$ cat config.mk
export PLATFORM = sky130hd
export DESIGN_NAME = tag_lookup_ctrl
export DESIGN_NICKNAME = d
export VERILOG_FILES = /design/src/rtl/cache_pkg.sv /design/src/rtl/tag_lookup_ctrl.sv
export SDC_FILE = /design/constraint.sdc
export NUM_CORES = 1
export LEC_CHECK = 0
export BUFFER_PORTS_ARGS = -buffer_cell sky130_fd_sc_hd__buf_2
export CORE_MARGIN = 10
export CORE_UTILIZATION = 34
export CTS_BUF_LIST = sky130_fd_sc_hd__clkbuf_16
export DETAILED_ROUTE_END_ITERATION = 7
export GPL_TIMING_DRIVEN = 0
export PLACE_DENSITY = 0.81
export SYNTH_ARGS = -nofsm -noshare
export SYNTH_HDL_FRONTEND = slang
export SYNTH_SLANG_ARGS = --single-unit
$ cat constraint.sdc
create_clock -name clk -period 3.35 [get_ports clk]
set_input_delay 0.67 -clock clk [delete_from_list [all_inputs] [get_ports clk]]
set_output_delay 0.67 -clock clk [all_outputs]
set_load 0.05 [all_outputs]
$ cat src/rtl/cache_pkg.sv
// Shared constants, entry layout and controller state encoding for the tag lookup path.
package cache_pkg;

    localparam int unsigned ADDR_W   = 36;
    localparam int unsigned INDEX_W  = 7;
    localparam int unsigned OFFS_W   = 6;
    localparam int unsigned TAG_W    = ADDR_W - INDEX_W - OFFS_W;
    localparam int unsigned ENTRY_W  = TAG_W + 1;
    localparam int unsigned NUM_SETS = 1 << INDEX_W;

    // Stored entry = {valid, tag}
    localparam int unsigned ENTRY_VALID_BIT = TAG_W;
    localparam int unsigned ENTRY_TAG_MSB   = TAG_W - 1;
    localparam int unsigned ENTRY_TAG_LSB   = 0;

    localparam logic [INDEX_W-1:0] LAST_INDEX = INDEX_W'(NUM_SETS - 1);

    typedef enum logic [1:0] {
        StInit  = 2'd0,
        StIdle  = 2'd1,
        StFlush = 2'd2
    } state_e;

    function automatic logic [INDEX_W-1:0] addr_index(input logic [ADDR_W-1:0] addr);
        return addr[OFFS_W +: INDEX_W];
    endfunction

    function automatic logic [TAG_W-1:0] addr_tag(input logic [ADDR_W-1:0] addr);
        return addr[ADDR_W-1 -: TAG_W];
    endfunction

endpackage

$ cat src/rtl/tag_lookup_ctrl.sv
// Tag lookup controller: walks the tag RAM to invalidate it after reset/flush,
// installs fill tags and answers lookups with one cycle of latency.
module tag_lookup_ctrl
    import cache_pkg::*;
(
    input  logic                clk,
    input  logic                rst,
    input  logic                req_valid,
    output logic                req_ready,
    input  logic [ADDR_W-1:0]   req_addr,
    output logic                resp_valid,
    input  logic                resp_ready,
    output logic                resp_hit,
    output logic [INDEX_W-1:0]  resp_index,
    output logic [TAG_W-1:0]    resp_tag,
    input  logic                fill_valid,
    output logic                fill_ready,
    input  logic [ADDR_W-1:0]   fill_addr,
    input  logic                flush_req,
    output logic                busy,
    output logic                flush_done,
    output logic [INDEX_W-1:0]  ram_raddr,
    output logic                ram_re,
    output logic [INDEX_W-1:0]  ram_waddr,
    output logic [ENTRY_W-1:0]  ram_wr,
    output logic                ram_we,
    input  logic [ENTRY_W-1:0]  ram_rd
);

    state_e               state_q, state_d;
    logic [INDEX_W-1:0]   cnt_q, cnt_d;
    logic                 resp_valid_q;
    logic [INDEX_W-1:0]   index_q;
    logic [TAG_W-1:0]     tag_q;
    logic                 flush_go;

    logic [INDEX_W-1:0]   req_index;
    logic [TAG_W-1:0]     req_tag;
    logic [INDEX_W-1:0]   fill_index;
    logic [TAG_W-1:0]     fill_tag;
    logic                 unused_offs;

    assign req_index  = addr_index(req_addr);
    assign req_tag    = addr_tag(req_addr);
    assign fill_index = addr_index(fill_addr);
    assign fill_tag   = addr_tag(fill_addr);
    // Line offset bits play no part in tag lookup.
    assign unused_offs = ^{req_addr[OFFS_W-1:0], fill_addr[OFFS_W-1:0]};

    // State register and walk counter.
    always_ff @(posedge clk) begin
        if (rst) begin
            state_q <= StInit;
            cnt_q   <= '0;
        end else begin
            state_q <= state_d;
            cnt_q   <= cnt_d;
        end
    end

    // Next state, handshakes and tag RAM port control.
    always_comb begin
        state_d    = state_q;
        cnt_d      = cnt_q;
        flush_go   = 1'b0;
        flush_done = 1'b0;
        busy       = 1'b0;
        fill_ready = 1'b0;
        req_ready  = 1'b0;
        ram_we     = 1'b0;
        ram_waddr  = cnt_q;
        ram_wr     = '0;
        ram_re     = 1'b0;
        ram_raddr  = req_index;

        unique case (state_q)
            StInit, StFlush: begin
                busy   = 1'b1;
                ram_we = 1'b1;
                cnt_d  = cnt_q + 1'b1;
                if (cnt_q == LAST_INDEX) begin
                    flush_done = 1'b1;
                    state_d    = StIdle;
                end
            end
            StIdle: begin
                // A flush waits for any presented response to drain first.
                flush_go   = flush_req && !resp_valid_q;
                fill_ready = !flush_go;
                req_ready  = fill_ready && !fill_valid && (!resp_valid_q || resp_ready);
                if (flush_go) begin
                    state_d = StFlush;
                end else if (fill_valid) begin
                    ram_we    = 1'b1;
                    ram_waddr = fill_index;
                    ram_wr    = {1'b1, fill_tag};
                end
                ram_re = req_valid && req_ready;
            end
            default: begin
                state_d = StInit;
            end
        endcase
    end

    // Response register; RAM read enable is held low during a stall so ram_rd stays put.
    always_ff @(posedge clk) begin
        if (rst) begin
            resp_valid_q <= 1'b0;
            index_q      <= '0;
            tag_q        <= '0;
        end else if (ram_re) begin
            resp_valid_q <= 1'b1;
            index_q      <= req_index;
            tag_q        <= req_tag;
        end else if (resp_ready) begin
            resp_valid_q <= 1'b0;
        end
    end

    assign resp_valid = resp_valid_q;
    assign resp_index = index_q;
    assign resp_tag   = tag_q;
    assign resp_hit   = resp_valid_q && ram_rd[ENTRY_VALID_BIT]
                        && (ram_rd[ENTRY_TAG_MSB:ENTRY_TAG_LSB] == tag_q);

endmodule
==> results of run 1 <==
-- cell type report --
cell class | instances | share of cell area
clock inverters | 3 | 0.0117
well taps | 75 | 0.0292
repair buffers | 164 | 0.255
plain buffers | 19 | 0.0428
clock buffers | 5 | 0.0389
multi-input cells | 161 | 0.371
inverters | 2 | 0.00234
flip-flops and latches | 40 | 0.249
-- placed cells by master, fill, tap and decap left out, drive strengths merged, types with 4 or more instances in the layout --
master  netlist  routed
and3         24      24
dfxtp        40      40
xnor2         7       7
xor2         21      21
mux2          7       7
nor2         39      39
mux2i        31      31
nor4          4       4
clkbuf        7      12
nand4         6       6
buf          12     176
a21oi         4       4
-- worst max-delay path: cells and delay by family --
| family | cells | cell delay [ns] |
|---|---|---|
| buf+inv | 3 | 0.43 |
| simple gates | 3 | 0.70 |
| mux | 1 | 0.29 |
-- state kept, by name (all words and copies together) (netlist names) --
register and count:
resp_index 7, resp_tag 23, cnt_q 7, resp_valid 1, state_q 2
-- metal layers --
metal	track usage	up-vias	part of all wire
met2	0.252	93	0.51
met1	0.150	975	0.38
met5	0	-	0
met4	0.0320	0	0.0054
met3	0.0657	5	0.10
li1	-	1095	-
-- kinds of logic (layout without fill, tap and decap cells) --
| group | count (synthesis) | count (layout) | synth area share |
|---|---|---|---|
| xor+xnor | 28 | 28 | 0.115 |
| fa+ha+maj | 1 | 1 | 0.00585 |
| flops | 40 | 40 | 0.375 |
| compound gates | 6 | 6 | 0.0152 |
| mux | 38 | 38 | 0.194 |
| simple gates | 88 | 88 | 0.227 |
| buf+inv | 21 | 193 | 0.0679 |
-- worst min-delay path by stage --
| stage | start | end | slack (ns) | depth (start not counted) |
|---|---|---|---|---|
| final | resp_index[4] | resp_index[4] | 0.48 | 2 |
| after global routing | resp_index[4] | resp_index[4] | 0.53 | 2 |
| after CTS | resp_index[4] | resp_index[4] | 0.49 | 2 |
| after detailed placement | resp_index[4] | resp_index[4] | 0.48 | 2 |
| after global placement | resp_index[5] | resp_index[5] | 0.47 | 2 |
| after floorplan | cnt_q[5] | cnt_q[5] | 0.48 | 2 |
-- power breakdown --
group | switching, mW | internal (mW)
logic | 0.0691 | 0.0637
clock network | 0.177 | 0.346
registers | 0.00397 | 0.479
==> summary.txt, run 1 <==
Run status
  – Status: finished clean

Clock tree
  – CTS sink cnt: 40
  – CTS tree: done
  – Clock Pin Slew Worst Setup and Hold Paths: around 0.05 ns
  – Post_cts resized: 0
  – Setup bufs post-CTS: 0
  – Htree depth: 2
  – Clk buf depth: 2
  – CTS root buffer: clkbuf_16
  – Clock latency on the worst-skew pair: 0.27 ns
  – Cts hold-fix bufs: 0
  – Total CTS buffers: 5

Setup path
  – CP max-delay cell: nor3b_4
  – Reg2Reg Launch Point: state_q[0]
  – Worst setup path endpoint: ram_waddr[0]
  – Cells along the critical path: buf_2 -> nand2b_1 -> nor3b_4 -> and2_4 -> buf_12 -> mux2_4 -> buf_2
  – Req. time, crit path: 2.68 ns
  – Crit end category: output pin
  – FF-to-FF End: resp_index[3]
  – Highest net fanout along the worst path: 9
  – CP most frequent cell: buf_2
  – Reg-to-reg setup timing slack: about 1.8 ns
  – Path depth of the worst reg2reg path: 5
  – Crit path launch: flush_req
  – CP max stage delay: roughly 0.33 ns
  – Crit path kind: in -> out
  – Crit path launch type: input pin
  – Endpoint arrival time on the critical path: between 2 and 2.5 ns

Die
  – Core Rows: 28
  – Height of the chip: between 90 and 100 um
  – Num ports: between 150 and 200
  – Die W: 99.3 um
  – Die ar.: 9860 um^2
  – Initial Util: 0.355
  – Core area: roughly 6000 um^2

Drt
  – Total Routed Length: between 7000 and 8000 um
  – Antenna viol nets, final: 0
  – DR vias: roughly 2.2k
  – Residual DRC: 0
  – Avg WL per Cell: around 16 um
  – Starting DRT DRC Count: 33
  – Vias per Instance: ~4.6
  – First-pass iteration count of the detailed router: 4

Layout
  – Area delta synth->final: 50.4%
  – Multi-input gate area: around 1200 um^2
  – Cell area after layout: ~3200 um^2
  – Inserted Diodes: 0
  – Fill count: 587
  – Fin nets: roughly 500
  – Non-filler cells, final: 469
  – Register area: roughly 800 um^2
  – Ratio of cells with drive above 1 in the final layout: 0.492
  – Util after Layout: 0.533

Global route
  – Largest net degree at the start of global routing: 13
  – GRT Total Usage: 0.142
  – Initial antenna violation count: 0
  – Grt total ovfl: 0
  – Global-route wire length before repair: approximately 12000 um
  – Vias in the first global route: around 2.3k

Synth
  – Most frequent cell after synthesis: dfxtp_1
  – Synth Warn #: 0
  – Syn_nets: ~330
  – Number of synthesized flops with an enable pin: 0
  – Area of the mapped netlist: roughly 2100 um^2
  – Post-synth ARST share: 0
  – Synth top cells by count: dfxtp_1, nor2_1, mux2i_1
  – Dominant cells by area after synthesis: dfxtp_1, mux2i_1, xor2_1
  – Area leader, netlist: dfxtp_1
  – Ys flop type: dfxtp_1
  – Post-synthesis cell type count: 32
  – #FFs+latches synth: 40
  – Sequential area share after synthesis: 0.375
  – Synth Instances: about 220
  – Synth top area share: 0.375
  – Mapped Avg Cell Area: ~9.6 um^2

Power
  – Worst vdd ir: between 200 and 250 uV
  – Total design power: 1.14 mW
  – Pleak: roughly 2.0 nW
  – Pwr Density: approximately 350 nW/um^2

Timing
  – # setup viols final: 0
  – Final min period: between 2 and 3 ns
  – Slew Limit Fails: 0
  – Peak Freq: between 300 and 400 MHz
  – Hold Worst Slack: roughly 0.48 ns
  – Final period utilization: 0.826
  – Final Hold Viols: 0
  – Slew @ Worst Pin: 0.526 ns
  – Final setup skew: approximately 0.0025 ns
  – Setup TNS: 0 ns
  – RSZ-0062 raised after global routing: no
  – Setup ws final: roughly 0.58 ns
  – Max-slew headroom: 0.650

Run
  – Max-cap viol count: 0

Min path
  – Hold Path Class: reg -> reg

Placed design
  – Post-DP Area: 3050 um^2
  – DP HPWL: 6340 um
  – # port buffers: approximately 160
  – Placed cell count: between 400 and 500
  – Pre-CTS WS: slightly below 0.6 ns
  – Placer Congestion: approximately 0.73
No activity file was read; power rests on OpenSTA's default activity.
==> inputs of run 2 (changes only) <==
--- a/config.mk
+++ b/config.mk
@@ -5,6 +5,7 @@
 export SDC_FILE = /design/constraint.sdc
 export NUM_CORES = 1
 export LEC_CHECK = 0
+export ABC_AREA = 1
 export BUFFER_PORTS_ARGS = -buffer_cell sky130_fd_sc_hd__buf_2
 export CORE_MARGIN = 10
 export CORE_UTILIZATION = 34
==> constraint.sdc (replaced) <==
create_clock -name clk -period 2.4 [get_ports clk]
set_input_delay 0.48 -clock clk [delete_from_list [all_inputs] [get_ports clk]]
set_output_delay 0.48 -clock clk [all_outputs]
set_load 0.05 [all_outputs]
==> run 2 against run 1 <==
Cell area is 13% higher; critical path depth is 1 higher; sequential power is 39% higher; die area is 10% higher; wire length is 16% higher; clock skew is 0.0020 ns higher; register-to-register slack worse by 0.80 ns; largest power group unchanged.
==> summary.txt, run 2 <==
Run status
  – Status: finished clean (unchanged)

Setup path
  – Highest net fanout along the worst path: 10 (was 9)
  – Crit path kind: reg -> out (was in -> out)
  – Endpoint arrival time on the critical path: 1.80 ns (was 2.10 ns)
  – Crit end category: output pin (unchanged)
  – CP max stage delay: 0.39 ns (was 0.33 ns)
  – Path depth of the worst reg2reg path: 8 (was 5)
  – Reg-to-reg setup timing slack: 1.00 ns (was 1.80 ns)
  – Crit path launch type: flop (was input pin)
  – CP max-delay cell: dfxtp_2 (was nor3b_4)
  – Cells along the critical path: inv_2 -> nor2_4 -> nand2_2 -> inv_2 -> nand2_2 -> buf_2 -> nor2_1 -> buf_2 (was buf_2 -> nand2b_1 -> nor3b_4 -> and2_4 -> buf_12 -> mux2_4 -> buf_2)
  – Req. time, crit path: 1.92 ns (was 2.68 ns)

Die
  – Die W: 104 um (was 99.3 um)
  – Die ar.: 10800 um^2 (was 9860 um^2)
  – Initial Util: 0.352 (was 0.355)
  – Height of the chip: 104 um (was 99.3 um)
  – Core area: 6830 um^2 (was 6030 um^2)
  – Core Rows: 30 (was 28)
  – Num ports: 178 (unchanged)

Synth
  – Mux share of post-synthesis cell area: 0 (was 0.194)
  – Adder-cell share of the synthesized area: 0.00520 (was 0.00585)
  – Synth top cells by count: nand2_1, nor2_1, inv_1 (was dfxtp_1, nor2_1, mux2i_1)
  – Sequential area share after synthesis: 0.333 (was 0.375)
  – Dominant cells by area after synthesis: dfxtp_1, nand2_1, nor2_1 (was dfxtp_1, mux2i_1, xor2_1)
  – Number of synthesized flops with an enable pin: 0 (unchanged)
  – Largest family of logic cells by synthesized area: simple AND/OR/NAND/NOR gates (unchanged)
  – #FFs+latches synth: 40 (unchanged)
  – Synth top area share: 0.333 (was 0.375)
  – Area of the mapped netlist: 2410 um^2 (was 2140 um^2)
  – Post-synth ARST share: 0 (unchanged)
  – Syn_nets: 533 (was 325)
  – Xor/xnor cell area share of the yosys netlist: 0 (was 0.115)
  – Synth Warn #: 0 (unchanged)
  – Post-synthesis cell type count: 21 (was 32)
  – Simple-Gate Fraction of Synth Area: 0.432 (was 0.227)
  – Synth Instances: 430 (was 222)
  – Area leader, netlist: dfxtp_1 (unchanged)
  – Mapped Avg Cell Area: 5.60 um^2 (was 9.63 um^2)
  – Ys flop type: dfxtp_1 (unchanged)
  – Most frequent cell after synthesis: nand2_1 (was dfxtp_1)
  – Complex-gate fraction of the synthesized area: 0.0405 (was 0.0152)

Timing
  – RSZ-0062 raised after global routing: no (unchanged)
  – Max-slew headroom: 0.684 (was 0.650)
  – Slew Limit Fails: 0 (unchanged)
  – Peak Freq: around 440 MHz
  – Hold Worst Slack: 0.418 ns (was 0.485 ns)
  – Final min period: 2.28 ns
  – # setup viols final: 0 (unchanged)
  – Final Hold Viols: 0 (unchanged)
  – Final setup skew: 0.00447 ns (was 0.00248 ns)
  – Final period utilization: 0.948
  – Slew @ Worst Pin: 0.473 ns (was 0.526 ns)

Layout
  – Util after Layout: 0.532 (was 0.533)
  – Max reg flops: 23 (unchanged)
  – Most frequent cells in the layout: buf_2, nand2_1, nor2_1 (was buf_2, dfxtp_1, nor2_1)
  – Commonest non-fill, non-tap cell in the layout: buf_2 (unchanged)
  – Cell area after layout: 3630 um^2 (was 3210 um^2)
  – Fill count: 727 (was 587)
  – Fin nets: 705 (was 496)
  – Area delta synth->final: 50.9% (was 50.4%)
  – Ratio of cells with drive above 1 in the final layout: 0.355 (was 0.492)

Clock tree
  – Total CTS buffers: 5 (unchanged)
  – Clock Pin Slew Worst Setup and Hold Paths: 0.06 ns (was 0.05 ns)
  – Clk buf depth: 2 (unchanged)
  – CTS root buffer: clkbuf_16 (unchanged)
  – CTS sink cnt: 40 (unchanged)
  – Htree depth: 2 (unchanged)
  – Clock latency on the worst-skew pair: 0.28 ns (was 0.27 ns)
  – Cts hold-fix bufs: 0 (unchanged)
  – CTS tree: done (unchanged)

Min path
  – Worst hold path depth: 3 (was 2)
  – Hold Path Class: in -> reg (was reg -> reg)

Drt
  – Vias per Instance: 4.22 (was 4.62)
  – DR vias: 2952 (was 2168)
  – Avg WL per Cell: 12.4 um (was 15.9 um)
  – Residual DRC: 0 (unchanged)
  – Total Routed Length: 8700 um (was 7470 um)
  – Starting DRT DRC Count: 112 (was 33)
  – First-pass iteration count of the detailed router: 4 (unchanged)
  – Antenna viol nets, final: 0 (unchanged)

Global route
  – Grt total ovfl: 0 (unchanged)
  – Vias in the first global route: 2984 (was 2330)
  – Initial antenna violation count: 1 (was 0)
  – GRT Total Usage: 0.153 (was 0.142)
  – Global-route wire length before repair: 14000 um (was 11700 um)
  – Largest net degree at the start of global routing: 14 (was 13)

Run
  – Max-cap viol count: 0 (unchanged)

Power
  – Worst vdd ir: 355 uV (was 232 uV)
  – Pwr Density: 507 nW/um^2 (was 354 nW/um^2)
  – Pleak: 2.34 nW (was 1.99 nW)

Placed design
  – DP HPWL: 7350 um (was 6340 um)
  – # port buffers: 165 (was 164)
  – Placer Congestion: 0.804 (was 0.733)
  – Post-DP Area: 3400 um^2 (was 3050 um^2)
-- run 2: cell count changes in the layout (fill, tap and decap cells not counted), sizes merged, moves of 21 or more --
cell   before  now
nor2       39  104
inv         2   86
xor2       21    0
nand2       3  146
and3       24    0
mux2i      31    0
-- run 2: cells by family after synthesis --
group / after synthesis
compound gates: 19
fa+ha+maj: 1
buf+inv: 106
flops: 40
simple gates: 264
-- run 2: power by group --
group	internal (mW)	switching (mW)	leakage (nW)
combinational	0.0882	0.113	1.91
clock	0.701	0.267	0.104
sequential	0.668	0.00426	0.324
-- run 2: final timing paths --
check / from / end
max: state_q[0] / ram_wr[6]
min: req_addr[33] / resp_tag[20]
max reg2reg: state_q[0] / resp_tag[7]
min reg2reg: cnt_q[3] / cnt_q[4]
-- run 2: critical path, delay by kind of cell (launching register included) --
kind / cells / cell delay [ns]
buf+inv: 4 / 0.68
flops: 1 / 0.39
simple gates: 4 / 0.43
-- run 2: final cells by class --
cell class	instances	area, um^2	share of cell area
Multi-Input combinational cell	284	1190	0.328
Timing Repair Buffer	165	843	0.232
Sequential cell	40	803	0.221
Inverter	87	327	0.0899
Buffer	19	130	0.0358
Clock buffer	5	125	0.0344
Tap cell	96	120	0.0331
Clock inverter	3	90.1	0.0248
Antenna cell	1	2.50	0.000689
-- run 2: timing repair --
item,CTS,global route
resized for setup,5,4
buffers inserted,0,0
endpoints found under the setup margin,5,28
-- run 2: layer usage --
metal / wire, um / track usage
met3: 518 / 0.0434
met1: 3400 / 0.161
met2: 4630 / 0.284
met4: 155 / 0.0477
met5: 0 / 0
-- run 2: stage by stage --
stage          setup WS, ns  setup TNS [ns]  std cells  power [mW]
5_1_grt             0.00610               0        700        1.91
2_1_floorplan        -0.124          -0.985        430       0.785
4_1_cts             0.00161               0        699        1.87
6_report              0.124               0        700        1.84
3_5_place_dp          0.275               0        691       0.887
3_3_place_gp          0.329               0        691       0.881
